### config.mk
export PLATFORM = sky130hd
export DESIGN_NAME = decode_stage_flat
export DESIGN_NICKNAME = d
export VERILOG_FILES = /design/src/rtl/decode_stage_if.sv /design/src/rtl/decode_stage.sv /design/src/flat_wrapper.sv
export SDC_FILE = /design/constraint.sdc
export NUM_CORES = 1
export LEC_CHECK = 0
export BUFFER_PORTS_ARGS = -buffer_cell sky130_fd_sc_hd__buf_2
export CORE_AREA = 3 3 170 106
export CTS_CLUSTER_SIZE = 16
export DETAILED_ROUTE_END_ITERATION = 8
export DIE_AREA = 0 0 173 109
export GPL_ROUTABILITY_DRIVEN = 0
export GPL_TIMING_DRIVEN = 0
export PLACE_DENSITY_LB_ADDON = 0.15
export SLEW_MARGIN = 10
export SYNTH_ARGS = -nofsm -noshare
export SYNTH_HDL_FRONTEND = slang
export SYNTH_SLANG_ARGS = --single-unit
### constraint.sdc
create_clock -name clk -period 14.6 [get_ports clk]
set_input_delay 0.73 -clock clk [delete_from_list [all_inputs] [get_ports clk]]
set_output_delay 0.73 -clock clk [all_outputs]
set_load 0.05 [all_outputs]
### src/rtl/decode_stage_if.sv
// decode_stage_if
// Groups the fetch-side and execute-side handshake signals of the RV32I(+M) decode stage.
//   fetch side   : in_valid, in_ready, instr, pc
//   execute side : out_valid, out_ready, out_pc, decoded control bundle, illegal_cnt
// The master modport is the environment (fetch and execute). The slave modport is the decode stage.
interface decode_stage_if #(
    parameter int unsigned CNT_W = 16
);
    logic             in_valid;
    logic             in_ready;
    logic [31:0]      instr;
    logic [31:0]      pc;
    logic             out_valid;
    logic             out_ready;
    logic [31:0]      out_pc;
    logic [4:0]       rs1_addr;
    logic [4:0]       rs2_addr;
    logic [4:0]       rd_addr;
    logic             rd_wren;
    logic             mem_wren;
    logic             is_load;
    logic             branch;
    logic             jump;
    logic             op_a_sel;
    logic             op_b_sel;
    logic [31:0]      imm;
    logic [4:0]       alu_op;
    logic [2:0]       br_op;
    logic [3:0]       ld_op;
    logic             illegal;
    logic [CNT_W-1:0] illegal_cnt;

    modport master (
        output in_valid, instr, pc, out_ready,
        input  in_ready, out_valid, out_pc, rs1_addr, rs2_addr, rd_addr,
               rd_wren, mem_wren, is_load, branch, jump, op_a_sel, op_b_sel,
               imm, alu_op, br_op, ld_op, illegal, illegal_cnt
    );

    modport slave (
        input  in_valid, instr, pc, out_ready,
        output in_ready, out_valid, out_pc, rs1_addr, rs2_addr, rd_addr,
               rd_wren, mem_wren, is_load, branch, jump, op_a_sel, op_b_sel,
               imm, alu_op, br_op, ld_op, illegal, illegal_cnt
    );
endinterface

### src/rtl/decode_stage.sv
// decode_stage
// Registered RV32I(+M) decode stage between fetch and execute.
// Decodes one instruction per cycle into a registered control bundle. It also provides an optional
// M-extension decode, illegal-instruction detection, an optional 1-entry skid buffer, a synchronous
// flush, and a saturating count of illegal bundles handed to execute.
// Ports:
//   clk    rising-edge clock
//   rst    asynchronous active-high reset
//   flush  kills every instruction held in the stage at the next edge
//   bus    decode_stage_if.slave: fetch handshake in, decoded bundle out
module decode_stage #(
    parameter int unsigned EN_M  = 0,
    parameter int unsigned SKID  = 1,
    parameter int unsigned CNT_W = 16
) (
    input  logic           clk,
    input  logic           rst,
    input  logic           flush,
    decode_stage_if.slave  bus
);
    localparam logic [6:0] OPC_LUI    = 7'b0110111;
    localparam logic [6:0] OPC_AUIPC  = 7'b0010111;
    localparam logic [6:0] OPC_JAL    = 7'b1101111;
    localparam logic [6:0] OPC_JALR   = 7'b1100111;
    localparam logic [6:0] OPC_BRANCH = 7'b1100011;
    localparam logic [6:0] OPC_LOAD   = 7'b0000011;
    localparam logic [6:0] OPC_STORE  = 7'b0100011;
    localparam logic [6:0] OPC_OPIMM  = 7'b0010011;
    localparam logic [6:0] OPC_OP     = 7'b0110011;

    typedef struct packed {
        logic [31:0] pc;
        logic [4:0]  rs1;
        logic [4:0]  rs2;
        logic [4:0]  rd;
        logic        rd_wren;
        logic        mem_wren;
        logic        is_load;
        logic        branch;
        logic        jump;
        logic        op_a_sel;
        logic        op_b_sel;
        logic [31:0] imm;
        logic [4:0]  alu_op;
        logic [2:0]  br_op;
        logic [3:0]  ld_op;
        logic        illegal;
    } bundle_t;

    function automatic logic [4:0] alu_base(input logic [2:0] f3);
        case (f3)
            3'b000:  alu_base = 5'd0;
            3'b001:  alu_base = 5'd7;
            3'b010:  alu_base = 5'd2;
            3'b011:  alu_base = 5'd3;
            3'b100:  alu_base = 5'd4;
            3'b101:  alu_base = 5'd8;
            3'b110:  alu_base = 5'd5;
            default: alu_base = 5'd6;
        endcase
    endfunction

    function automatic logic [3:0] mem_width(input logic [2:0] f3);
        case (f3)
            3'b000:  mem_width = 4'b1001;
            3'b001:  mem_width = 4'b1011;
            3'b010:  mem_width = 4'b1111;
            3'b100:  mem_width = 4'b0001;
            3'b101:  mem_width = 4'b0011;
            default: mem_width = 4'b0000;
        endcase
    endfunction

    logic [6:0]  w_opc;
    logic [6:0]  w_f7;
    logic [2:0]  w_f3;
    logic [31:0] w_imm_i;
    logic [31:0] w_imm_s;
    logic [31:0] w_imm_b;
    logic [31:0] w_imm_j;
    logic [31:0] w_imm_u;
    logic        w_bad;
    bundle_t     w_dec;

    assign w_opc   = bus.instr[6:0];
    assign w_f3    = bus.instr[14:12];
    assign w_f7    = bus.instr[31:25];
    assign w_imm_i = {{20{bus.instr[31]}}, bus.instr[31:20]};
    assign w_imm_s = {{20{bus.instr[31]}}, bus.instr[31:25], bus.instr[11:7]};
    assign w_imm_b = {{19{bus.instr[31]}}, bus.instr[31], bus.instr[7], bus.instr[30:25],
                      bus.instr[11:8], 1'b0};
    assign w_imm_j = {{11{bus.instr[31]}}, bus.instr[31], bus.instr[19:12], bus.instr[20],
                      bus.instr[30:21], 1'b0};
    assign w_imm_u = {bus.instr[31:12], 12'b0};

    always_comb begin
        w_dec    = '0;
        w_bad    = 1'b0;
        w_dec.pc = bus.pc;
        case (w_opc)
            OPC_LUI: begin
                w_dec.rd       = bus.instr[11:7];
                w_dec.rd_wren  = 1'b1;
                w_dec.op_b_sel = 1'b1;
                w_dec.imm      = w_imm_u;
            end
            OPC_AUIPC: begin
                w_dec.rd       = bus.instr[11:7];
                w_dec.rd_wren  = 1'b1;
                w_dec.op_a_sel = 1'b1;
                w_dec.op_b_sel = 1'b1;
                w_dec.imm      = w_imm_u;
            end
            OPC_JAL: begin
                w_dec.rd       = bus.instr[11:7];
                w_dec.rd_wren  = 1'b1;
                w_dec.jump     = 1'b1;
                w_dec.op_a_sel = 1'b1;
                w_dec.op_b_sel = 1'b1;
                w_dec.imm      = w_imm_j;
                w_dec.br_op    = 3'd6;
            end
            OPC_JALR: begin
                w_dec.rd       = bus.instr[11:7];
                w_dec.rs1      = bus.instr[19:15];
                w_dec.rd_wren  = 1'b1;
                w_dec.jump     = 1'b1;
                w_dec.op_a_sel = 1'b1;
                w_dec.op_b_sel = 1'b1;
                w_dec.imm      = w_imm_i;
                w_dec.br_op    = 3'd7;
                w_bad          = (w_f3 != 3'b000);
            end
            OPC_BRANCH: begin
                w_dec.rs1      = bus.instr[19:15];
                w_dec.rs2      = bus.instr[24:20];
                w_dec.branch   = 1'b1;
                w_dec.op_a_sel = 1'b1;
                w_dec.op_b_sel = 1'b1;
                w_dec.imm      = w_imm_b;
                // funct3 100..111 map onto br_op 2..5; 000/001 map directly.
                w_dec.br_op    = w_f3[2] ? (w_f3 - 3'd2) : w_f3;
                w_bad          = (w_f3[2:1] == 2'b01);
            end
            OPC_LOAD: begin
                w_dec.rd       = bus.instr[11:7];
                w_dec.rs1      = bus.instr[19:15];
                w_dec.rd_wren  = 1'b1;
                w_dec.is_load  = 1'b1;
                w_dec.op_b_sel = 1'b1;
                w_dec.imm      = w_imm_i;
                w_dec.ld_op    = mem_width(w_f3);
                w_bad          = (w_f3 == 3'b011) || (w_f3[2:1] == 2'b11);
            end
            OPC_STORE: begin
                w_dec.rs1      = bus.instr[19:15];
                w_dec.rs2      = bus.instr[24:20];
                w_dec.mem_wren = 1'b1;
                w_dec.op_b_sel = 1'b1;
                w_dec.imm      = w_imm_s;
                w_dec.ld_op    = mem_width(w_f3);
                w_bad          = (w_f3 > 3'b010);
            end
            OPC_OPIMM: begin
                w_dec.rd       = bus.instr[11:7];
                w_dec.rs1      = bus.instr[19:15];
                w_dec.rd_wren  = 1'b1;
                w_dec.op_b_sel = 1'b1;
                w_dec.imm      = w_imm_i;
                w_dec.alu_op   = alu_base(w_f3);
                // The shift-immediate funct7 lives in the upper immediate bits.
                if (w_f3 == 3'b001) begin
                    w_bad = (w_f7 != 7'b0000000);
                end else if (w_f3 == 3'b101) begin
                    if (w_f7 == 7'b0100000) begin
                        w_dec.alu_op = 5'd9;
                    end else if (w_f7 != 7'b0000000) begin
                        w_bad = 1'b1;
                    end
                end
            end
            OPC_OP: begin
                w_dec.rd      = bus.instr[11:7];
                w_dec.rs1     = bus.instr[19:15];
                w_dec.rs2     = bus.instr[24:20];
                w_dec.rd_wren = 1'b1;
                w_dec.alu_op  = alu_base(w_f3);
                if (w_f7 == 7'b0000001) begin
                    if (EN_M != 0) begin
                        w_dec.alu_op = 5'd10 + {2'b00, w_f3};
                    end else begin
                        w_bad = 1'b1;
                    end
                end else if (w_f7 == 7'b0100000) begin
                    if (w_f3 == 3'b000) begin
                        w_dec.alu_op = 5'd1;
                    end else if (w_f3 == 3'b101) begin
                        w_dec.alu_op = 5'd9;
                    end else begin
                        w_bad = 1'b1;
                    end
                end else if (w_f7 != 7'b0000000) begin
                    w_bad = 1'b1;
                end
            end
            default: w_bad = 1'b1;
        endcase
        // Any opcode whose low bits are not 11 misses every case item above.
        if (w_bad) begin
            w_dec.illegal  = 1'b1;
            w_dec.rd_wren  = 1'b0;
            w_dec.mem_wren = 1'b0;
            w_dec.is_load  = 1'b0;
            w_dec.branch   = 1'b0;
            w_dec.jump     = 1'b0;
        end
    end

    bundle_t           r_out;
    bundle_t           r_skid;
    logic              r_out_valid;
    logic              r_skid_valid;
    logic [CNT_W-1:0]  r_cnt;
    logic              w_out_free;
    logic              w_in_ready;
    logic              w_in_fire;
    logic              w_out_fire;

    assign w_out_free = ~r_out_valid | bus.out_ready;
    assign w_in_ready = (SKID != 0) ? ~r_skid_valid : w_out_free;
    assign w_in_fire  = bus.in_valid & w_in_ready;
    assign w_out_fire = r_out_valid & bus.out_ready;

    // The skid entry is only filled while the output register is held. Without SKID, in_fire implies
    // that the output register is free, so the skid path is never taken.
    always_ff @(posedge clk or posedge rst) begin
        if (rst) begin
            r_out        <= '0;
            r_skid       <= '0;
            r_out_valid  <= 1'b0;
            r_skid_valid <= 1'b0;
            r_cnt        <= '0;
        end else begin
            if (w_out_fire && r_out.illegal && (r_cnt != '1)) begin
                r_cnt <= r_cnt + CNT_W'(1);
            end
            if (flush) begin
                r_out_valid  <= 1'b0;
                r_skid_valid <= 1'b0;
            end else if (w_out_free) begin
                if (r_skid_valid) begin
                    r_out        <= r_skid;
                    r_out_valid  <= 1'b1;
                    r_skid_valid <= w_in_fire;
                    if (w_in_fire) begin
                        r_skid <= w_dec;
                    end
                end else begin
                    r_out_valid <= w_in_fire;
                    if (w_in_fire) begin
                        r_out <= w_dec;
                    end
                end
            end else if (w_in_fire) begin
                r_skid       <= w_dec;
                r_skid_valid <= 1'b1;
            end
        end
    end

    assign bus.in_ready    = w_in_ready;
    assign bus.out_valid   = r_out_valid;
    assign bus.out_pc      = r_out.pc;
    assign bus.rs1_addr    = r_out.rs1;
    assign bus.rs2_addr    = r_out.rs2;
    assign bus.rd_addr     = r_out.rd;
    assign bus.rd_wren     = r_out.rd_wren;
    assign bus.mem_wren    = r_out.mem_wren;
    assign bus.is_load     = r_out.is_load;
    assign bus.branch      = r_out.branch;
    assign bus.jump        = r_out.jump;
    assign bus.op_a_sel    = r_out.op_a_sel;
    assign bus.op_b_sel    = r_out.op_b_sel;
    assign bus.imm         = r_out.imm;
    assign bus.alu_op      = r_out.alu_op;
    assign bus.br_op       = r_out.br_op;
    assign bus.ld_op       = r_out.ld_op;
    assign bus.illegal     = r_out.illegal;
    assign bus.illegal_cnt = r_cnt;
endmodule
### src/flat_wrapper.sv
// flat-port wrapper written by rule: the top's interface ports become plain ports
module decode_stage_flat 
#(
    parameter int unsigned EN_M  = 0,
    parameter int unsigned SKID  = 1,
    parameter int unsigned CNT_W = 16
)
  (clk, rst, flush, bus_in_valid, bus_instr, bus_pc, bus_out_ready, bus_in_ready, bus_out_valid, bus_out_pc, bus_rs1_addr, bus_rs2_addr, bus_rd_addr, bus_rd_wren, bus_mem_wren, bus_is_load, bus_branch, bus_jump, bus_op_a_sel, bus_op_b_sel, bus_imm, bus_alu_op, bus_br_op, bus_ld_op, bus_illegal, bus_illegal_cnt);
  decode_stage_if #(.CNT_W(CNT_W)) bus_i ();
  input  logic clk;
  input  logic rst;
  input  logic flush;
  input wire logic [$bits(bus_i.in_valid)-1:0] bus_in_valid;
  input wire logic [$bits(bus_i.instr)-1:0] bus_instr;
  input wire logic [$bits(bus_i.pc)-1:0] bus_pc;
  input wire logic [$bits(bus_i.out_ready)-1:0] bus_out_ready;
  output wire logic [$bits(bus_i.in_ready)-1:0] bus_in_ready;
  output wire logic [$bits(bus_i.out_valid)-1:0] bus_out_valid;
  output wire logic [$bits(bus_i.out_pc)-1:0] bus_out_pc;
  output wire logic [$bits(bus_i.rs1_addr)-1:0] bus_rs1_addr;
  output wire logic [$bits(bus_i.rs2_addr)-1:0] bus_rs2_addr;
  output wire logic [$bits(bus_i.rd_addr)-1:0] bus_rd_addr;
  output wire logic [$bits(bus_i.rd_wren)-1:0] bus_rd_wren;
  output wire logic [$bits(bus_i.mem_wren)-1:0] bus_mem_wren;
  output wire logic [$bits(bus_i.is_load)-1:0] bus_is_load;
  output wire logic [$bits(bus_i.branch)-1:0] bus_branch;
  output wire logic [$bits(bus_i.jump)-1:0] bus_jump;
  output wire logic [$bits(bus_i.op_a_sel)-1:0] bus_op_a_sel;
  output wire logic [$bits(bus_i.op_b_sel)-1:0] bus_op_b_sel;
  output wire logic [$bits(bus_i.imm)-1:0] bus_imm;
  output wire logic [$bits(bus_i.alu_op)-1:0] bus_alu_op;
  output wire logic [$bits(bus_i.br_op)-1:0] bus_br_op;
  output wire logic [$bits(bus_i.ld_op)-1:0] bus_ld_op;
  output wire logic [$bits(bus_i.illegal)-1:0] bus_illegal;
  output wire logic [$bits(bus_i.illegal_cnt)-1:0] bus_illegal_cnt;
  assign bus_i.in_valid = bus_in_valid;
  assign bus_i.instr = bus_instr;
  assign bus_i.pc = bus_pc;
  assign bus_i.out_ready = bus_out_ready;
  assign bus_in_ready = bus_i.in_ready;
  assign bus_out_valid = bus_i.out_valid;
  assign bus_out_pc = bus_i.out_pc;
  assign bus_rs1_addr = bus_i.rs1_addr;
  assign bus_rs2_addr = bus_i.rs2_addr;
  assign bus_rd_addr = bus_i.rd_addr;
  assign bus_rd_wren = bus_i.rd_wren;
  assign bus_mem_wren = bus_i.mem_wren;
  assign bus_is_load = bus_i.is_load;
  assign bus_branch = bus_i.branch;
  assign bus_jump = bus_i.jump;
  assign bus_op_a_sel = bus_i.op_a_sel;
  assign bus_op_b_sel = bus_i.op_b_sel;
  assign bus_imm = bus_i.imm;
  assign bus_alu_op = bus_i.alu_op;
  assign bus_br_op = bus_i.br_op;
  assign bus_ld_op = bus_i.ld_op;
  assign bus_illegal = bus_i.illegal;
  assign bus_illegal_cnt = bus_i.illegal_cnt;
  decode_stage #(.EN_M(EN_M), .SKID(SKID), .CNT_W(CNT_W)) u_core (.clk(clk), .rst(rst), .flush(flush), .bus(bus_i));
endmodule
Word-level counts from Yosys, hierarchy flattened. Cells that the tools add are included.

Memory bits (read-only): 0. Memories: 0. Word-level logic and storage cells: 130. Output and inout port bits: 117. Memory bits (writable): 0. Register bits after elaboration: 216. Bits in latches: 0.

Bitwise gates (word level): 6. Reductions and logical operators: 20. Equal/unequal tests: 21. Add/sub/neg operators: 2. Div/mod/pow operators: 0. Shift-type cells: 0. Mux-type cells: 45. Magnitude comparators: 1. Multiply operators: 0.

Operators with widths (number): 2-to-1 mux 99 bit (5); one-hot mux 33 bit (5 select lines) (1); 2-to-1 mux 5 bit (8); == test 7 x 6 -> 1 bit (second input constant) (4); one-hot mux 4 bit (7 select lines) (1); == test 7 bit (second input constant) (3); 2-to-1 mux 1 bit (21); one-hot mux 4 bit (5 select lines) (1); adder 16 x 1 -> 16 bit (second input constant) (1); inequality test 16 bit (second input constant) (1); == test 7 x 5 -> 1 bit (second input constant) (2); 2-to-1 mux 4 bit (3); one-hot mux 5 bit (2 select lines) (1); == test 3 bit (second input constant) (3); one-hot mux 3 bit (3 select lines) (1); OR reduction 3 bit (3); == test 7 x 1 -> 1 bit (second input constant) (1); == test 7 x 2 -> 1 bit (second input constant) (1); one-hot mux 1 bit (7 select lines) (1); nonzero test 7 bit (1); OR reduction 7 bit (1); == test 3 x 2 -> 1 bit (second input constant) (2); 2-to-1 mux 6 bit (1); nonzero test 3 bit (2); 19 further kinds (26).

Logic depth before layout (Yosys ltp).
Depth after elaboration: 10. Gate-level depth with buffers: 8. Gate-level depth less buffers: 7.

Least setup slack after synthesis. No wires, ideal clock.

Path type: input to register. Start point: input bus_instr[14]. End point: register u_core.r_skid[48] (netlist name). Path buffers: 1. Stages: 8. Setup slack: 12.348 ns. Arrival: 2.142 ns. Cells stage by stage: clkbuf_1 inv_1 ha_1 nand3_1 o31ai_1 a32oi_2 nor2_1 o41ai_1.

Word-level cells in the longest chain between the ends: 10. Elaborated cells on any way between the ends: 20.

Ends and longest elaborated chain: start: declaration (RTL line flat_wrapper.sv:14) `input wire logic [$bits(bus_i.instr)-1:0] bus_instr;`; == test 3 bit (RTL line decode_stage.sv:174, decode_stage.sv:197); 2-to-1 mux 1 bit (RTL line decode_stage.sv:197) `end else if (w_f3 == 3'b101) begin`; 2-to-1 mux 1 bit (RTL line decode_stage.sv:195) `if (w_f3 == 3'b000) begin`; 2-to-1 mux 1 bit (RTL line decode_stage.sv:194) `end else if (w_f7 == 7'b0100000) begin`; 2-to-1 mux 1 bit (RTL line decode_stage.sv:188) `if (w_f7 == 7'b0000001) begin`; one-hot mux 1 bit (7 select lines) * (RTL line decode_stage.sv:100) `case (w_opc)`; 2-to-1 mux 5 bit * (RTL line decode_stage.sv:209) `if (w_bad) begin`; 2-to-1 mux 99 bit * (RTL line decode_stage.sv:255, decode_stage.sv:264); 2-to-1 mux 99 bit (RTL line decode_stage.sv:251) `if (r_skid_valid) begin`; 2-to-1 mux 99 bit * (RTL line decode_stage.sv:250) `end else if (w_out_free) begin`; end signal: assignment (RTL line decode_stage.sv:256) `r_skid <= w_dec;`; end signal: assignment (RTL line decode_stage.sv:265) `r_skid <= w_dec;`; end: declaration (RTL line decode_stage.sv:220) `bundle_t r_skid;`.

Every way passes the cells marked *; elsewhere a longest branch is shown, timed or not. The select of a mux whose other input is x is not followed. A chain may end at the register's enable or synchronous reset.

Worst setup path in the final report.
Start point: register u_core.r_skid_valid. End point: output bus_in_ready.

Word-level cells in the longest chain between the ends: 1.

Ends and longest elaborated chain: start: declaration (RTL line decode_stage.sv:222) `logic r_skid_valid;`; start signal: assignment (RTL line decode_stage.sv:254) `r_skid_valid <= w_in_fire;`; NOT 1 bit (RTL line decode_stage.sv:230) `assign w_in_ready = (SKID != 0) ? ~r_skid_valid : w_out_free;`; end: declaration (RTL line flat_wrapper.sv:17) `output wire logic [$bits(bus_i.in_ready)-1:0] bus_in_ready;`.

No other way between the ends.

==> impl_metrics.json <==
{
  "outcome": "completed",
  "timing.final.hold_violations": 0,
  "die_height_um": 109,
  "post_cts_resized": 0,
  "floorplan.die_area_um2": 18900,
  "number_of_clock_sinks": 214,
  "timing.critical_path.from_type": "flop",
  "grt.overflow.total": 0,
  "global_route.usage.met2_pct": 43.6,
  "synth_area_leaders": "sky130_fd_sc_hd__dfrtp_1 (54%), sky130_fd_sc_hd__nand2_1 (10%), sky130_fd_sc_hd__o21ai_0 (4.5%), sky130_fd_sc_hd__mux2i_1 (3.5%), sky130_fd_sc_hd__nand3_1 (2.3%)",
  "post_synth_inst_count": 1053,
  "relative_max_transition_margin_pct": 42.0,
  "count_of_filler_cells_inserted_in_the_layout": 1275,
  "grt_max_degree": 111,
  "detail_route.wl_per_cell_um": 19.1,
  "period_needed_ns": 2.65,
  "netlist-cell-type-count": 60,
  "initialDrtViolationCount": 1082,
  "cp_max_fo": 10,
  "fmax_mhz": 378,
  "cts_htree_levels": 1,
  "placeableCoreArea_um2": 16300,
  "power_density_nw_per_um2": 136,
  "post-synth-top-area-cell": "sky130_fd_sc_hd__dfrtp_1",
  "layout.cells.most_common": "sky130_fd_sc_hd__nand2_1",
  "grtUsageMet1_pct": 46.2,
  "synth_area_um2": 9840,
  "post-route-drc-count": 0,
  "synth_top_cell_area_share_pct": 54.4,
  "worstSkewPairLatency_ns": 0.50,
  "mappedNetlistNets": 1126,
  "leading_register_cell_type_out_of_synthesis": "sky130_fd_sc_hd__dfrtp_1",
  "viasPerCell": 5.92,
  "cts_setup_buffers": 0,
  "drv_slew": 0,
  "post_route_cells_drive_above_1_share_pct": 20.3,
  "drt_pass1_iterations": 6,
  "gr-usage-met3_pct": 7.86,
  "multi_input_comb_area_um2": 4070,
  "worst_setup_path_startpoint": "u_core.r_skid_valid$_DFFE_PP0P_",
  "timing.setup.critical_path_class": "reg -> out",
  "clk_transition_reported_paths_ns": 0.07,
  "synthesis.area_per_instance_um2": 9.35,
  "area.growth.synth_to_final_pct": 19.5,
  "initial_antenna_violation_count": 1,
  "required_ns": 13.87,
  "place_hpwl_um": 20300,
  "synth.ff_latch_count": 214,
  "stdcell_area_um2": 11800,
  "min-delay-path-class": "in -> async",
  "placed_area_um2": 11100,
  "area.sequential_um2": 5360,
  "fin_nets": 1332,
  "leading_cell_types_in_the_layout_fill_and_taps_excluded": "sky130_fd_sc_hd__nand2_1 (272), sky130_fd_sc_hd__dfrtp_1 (214), sky130_fd_sc_hd__buf_2 (201)",
  "totalWireLength_um": 28700,
  "final_antenna_net_count": 0,
  "period_share_pct": 18.1,
  "finalClockSkew_ns": 0.0100,
  "post-layout-total-power_w": 0.00160,
  "regToRegStartpoint": "u_core.r_skid_valid$_DFFE_PP0P_",
  "setup_repair_after_global_routing_missed_its_margin": "false",
  "irDropWorstVdd_uv": 99.9,
  "clock_path_buffers": 3,
  "io_buffers": 183,
  "synth_seq_area_share_pct": 54.4,
  "floorplan.initialDensity_pct": 60.4,
  "drv_cap": 0,
  "io_pins": 186,
  "cts_made_buffers": 20,
  "timing.critical_path.to_type": "output pin",
  "placementRows": 36,
  "final-setup-viol-count": 0,
  "root_buffer": "sky130_fd_sc_hd__clkbuf_16",
  "cts_hold_fix_bufs": 0,
  "grtUsageTotal_pct": 30.4,
  "tritoncts": "yes",
  "grt_first_pass_wirelength_um": 45300,
  "synth-edff-count": 0,
  "timing.critical_path.arrival_ns": 1.92,
  "globalRoute.busiestLayer": "met1",
  "die_w_um": 173,
  "synth-async-reset-ratio_pct": 100,
  "power.leakage_nw": 5.66,
  "setup_tns_ns": 0,
  "yosys_warnings": 0,
  "total_number_of_vias": 8887,
  "grt_pass1_vias": 8367,
  "worstMarginPinSlew_ns": 0.869
}
==> per-stage QoR <==
step / cells / utilization, % / worst slack [ns] / hold slack [ns]
6_report: 1502 / 72.1 / 11.95 / 0.339
4_1_cts: 1500 / 72.1 / 11.96 / 0.400
2_1_floorplan: 1053 / - / 8.02 / 0.437
3_3_place_gp: 1464 / 67.7 / 5.77 / 0.452
5_1_grt: 1500 / 72.1 / 11.91 / 0.415
3_5_place_dp: 1465 / 67.9 / 11.70 / 0.455
==> worst paths after layout <==
path / cells after the start / slack [ns] / endpoint
setup / recovery: 4 / 11.95 / bus_in_ready
hold / removal: 2 / 0.34 / u_core.bus.out_pc[16]$_DFFE_PP0P_
setup reg to reg: 7 / 12.09 / u_core.r_skid[73]$_DFFE_PP0P_
hold reg to reg: 2 / 0.47 / u_core.bus.out_pc[26]$_DFFE_PP0P_
max in group asynchronous: 3 / 13.26 / u_core.bus.out_pc[6]$_DFFE_PP0P_
min in group clk: 3 / 0.43 / u_core.r_skid[87]$_DFFE_PP0P_
==> flip-flops by register name (all words and copies together), names as in the netlist <==
register	cells
u_core.bus.illegal_cnt	16
u_core.bus.ld_op	4
u_core.bus.is_load	1
u_core.bus.rs1_addr	5
u_core.bus.imm	32
u_core.r_skid	98
u_core.bus.branch	1
u_core.bus.jump	1
u_core.bus.illegal	1
u_core.r_skid_valid	1
u_core.bus.mem_wren	1
u_core.bus.op_a_sel	1
u_core.bus.alu_op	4
u_core.bus.out_valid	1
u_core.bus.rd_addr	5
u_core.bus.op_b_sel	1
u_core.bus.rs2_addr	5
u_core.bus.br_op	3
u_core.bus.rd_wren	1
u_core.bus.out_pc	32
==> Yosys cell counts (13+ instances only) <==
cell / instances
sky130_fd_sc_hd__dfrtp_1: 214
sky130_fd_sc_hd__inv_1: 17
sky130_fd_sc_hd__nor2_1: 52
sky130_fd_sc_hd__o21ai_0: 89
sky130_fd_sc_hd__mux2i_1: 34
sky130_fd_sc_hd__o211ai_1: 13
sky130_fd_sc_hd__a31oi_1: 19
sky130_fd_sc_hd__nand3_1: 45
sky130_fd_sc_hd__nand2_1: 272
sky130_fd_sc_hd__a21oi_1: 34
sky130_fd_sc_hd__a221oi_1: 19
sky130_fd_sc_hd__buf_2: 18
sky130_fd_sc_hd__clkbuf_1: 48
==> critical path, cell delays in order (launching register included) <==
cell and delay (ns):
sky130_fd_sc_hd__dfrtp_1 0.35, sky130_fd_sc_hd__buf_2 0.21, sky130_fd_sc_hd__inv_2 0.23, sky130_fd_sc_hd__buf_2 0.31, sky130_fd_sc_hd__buf_2 0.32
==> logic make-up (layout without fill, tap and decap cells) <==
family	count (synthesis)	after routing	synth area share, %
and+or+nand+nor	434	434	19.2
AOI/OAI and AO/OA	250	250	16.3
DFF	214	214	54.4
buffers and inverters	97	316	4.21
muxes	39	39	4.03
xor gates and xnor gates	14	14	1.25
adders and majority gates	4	4	0.509
other	1	3	0.0381
==> per-layer routing <==
metal,up-vias,wire length (µm)
met3,43,3090
met2,464,12200
met5,-,0
met1,4311,12900
li1,4069,-
met4,0,501
==> cell type report <==
class                      count  area share, %
sequential                   214           45.5
buffer                        79           2.95
clock inverter                 6          0.681
timing repair buffer         184           8.02
antenna                        2         0.0426
clock buffer                  29           5.07
multi-input combinational    742           34.6
tap                          228           2.43
inverter                      18          0.639
==> power breakdown <==
part / total [W] / internal [W] / switching [W]
clock network: 0.000542 / 0.000319 / 0.000223
logic: 0.000344 / 0.0000863 / 0.000257
registers: 0.000710 / 0.000666 / 0.0000435
No activity file was read; power rests on OpenSTA's default activity.
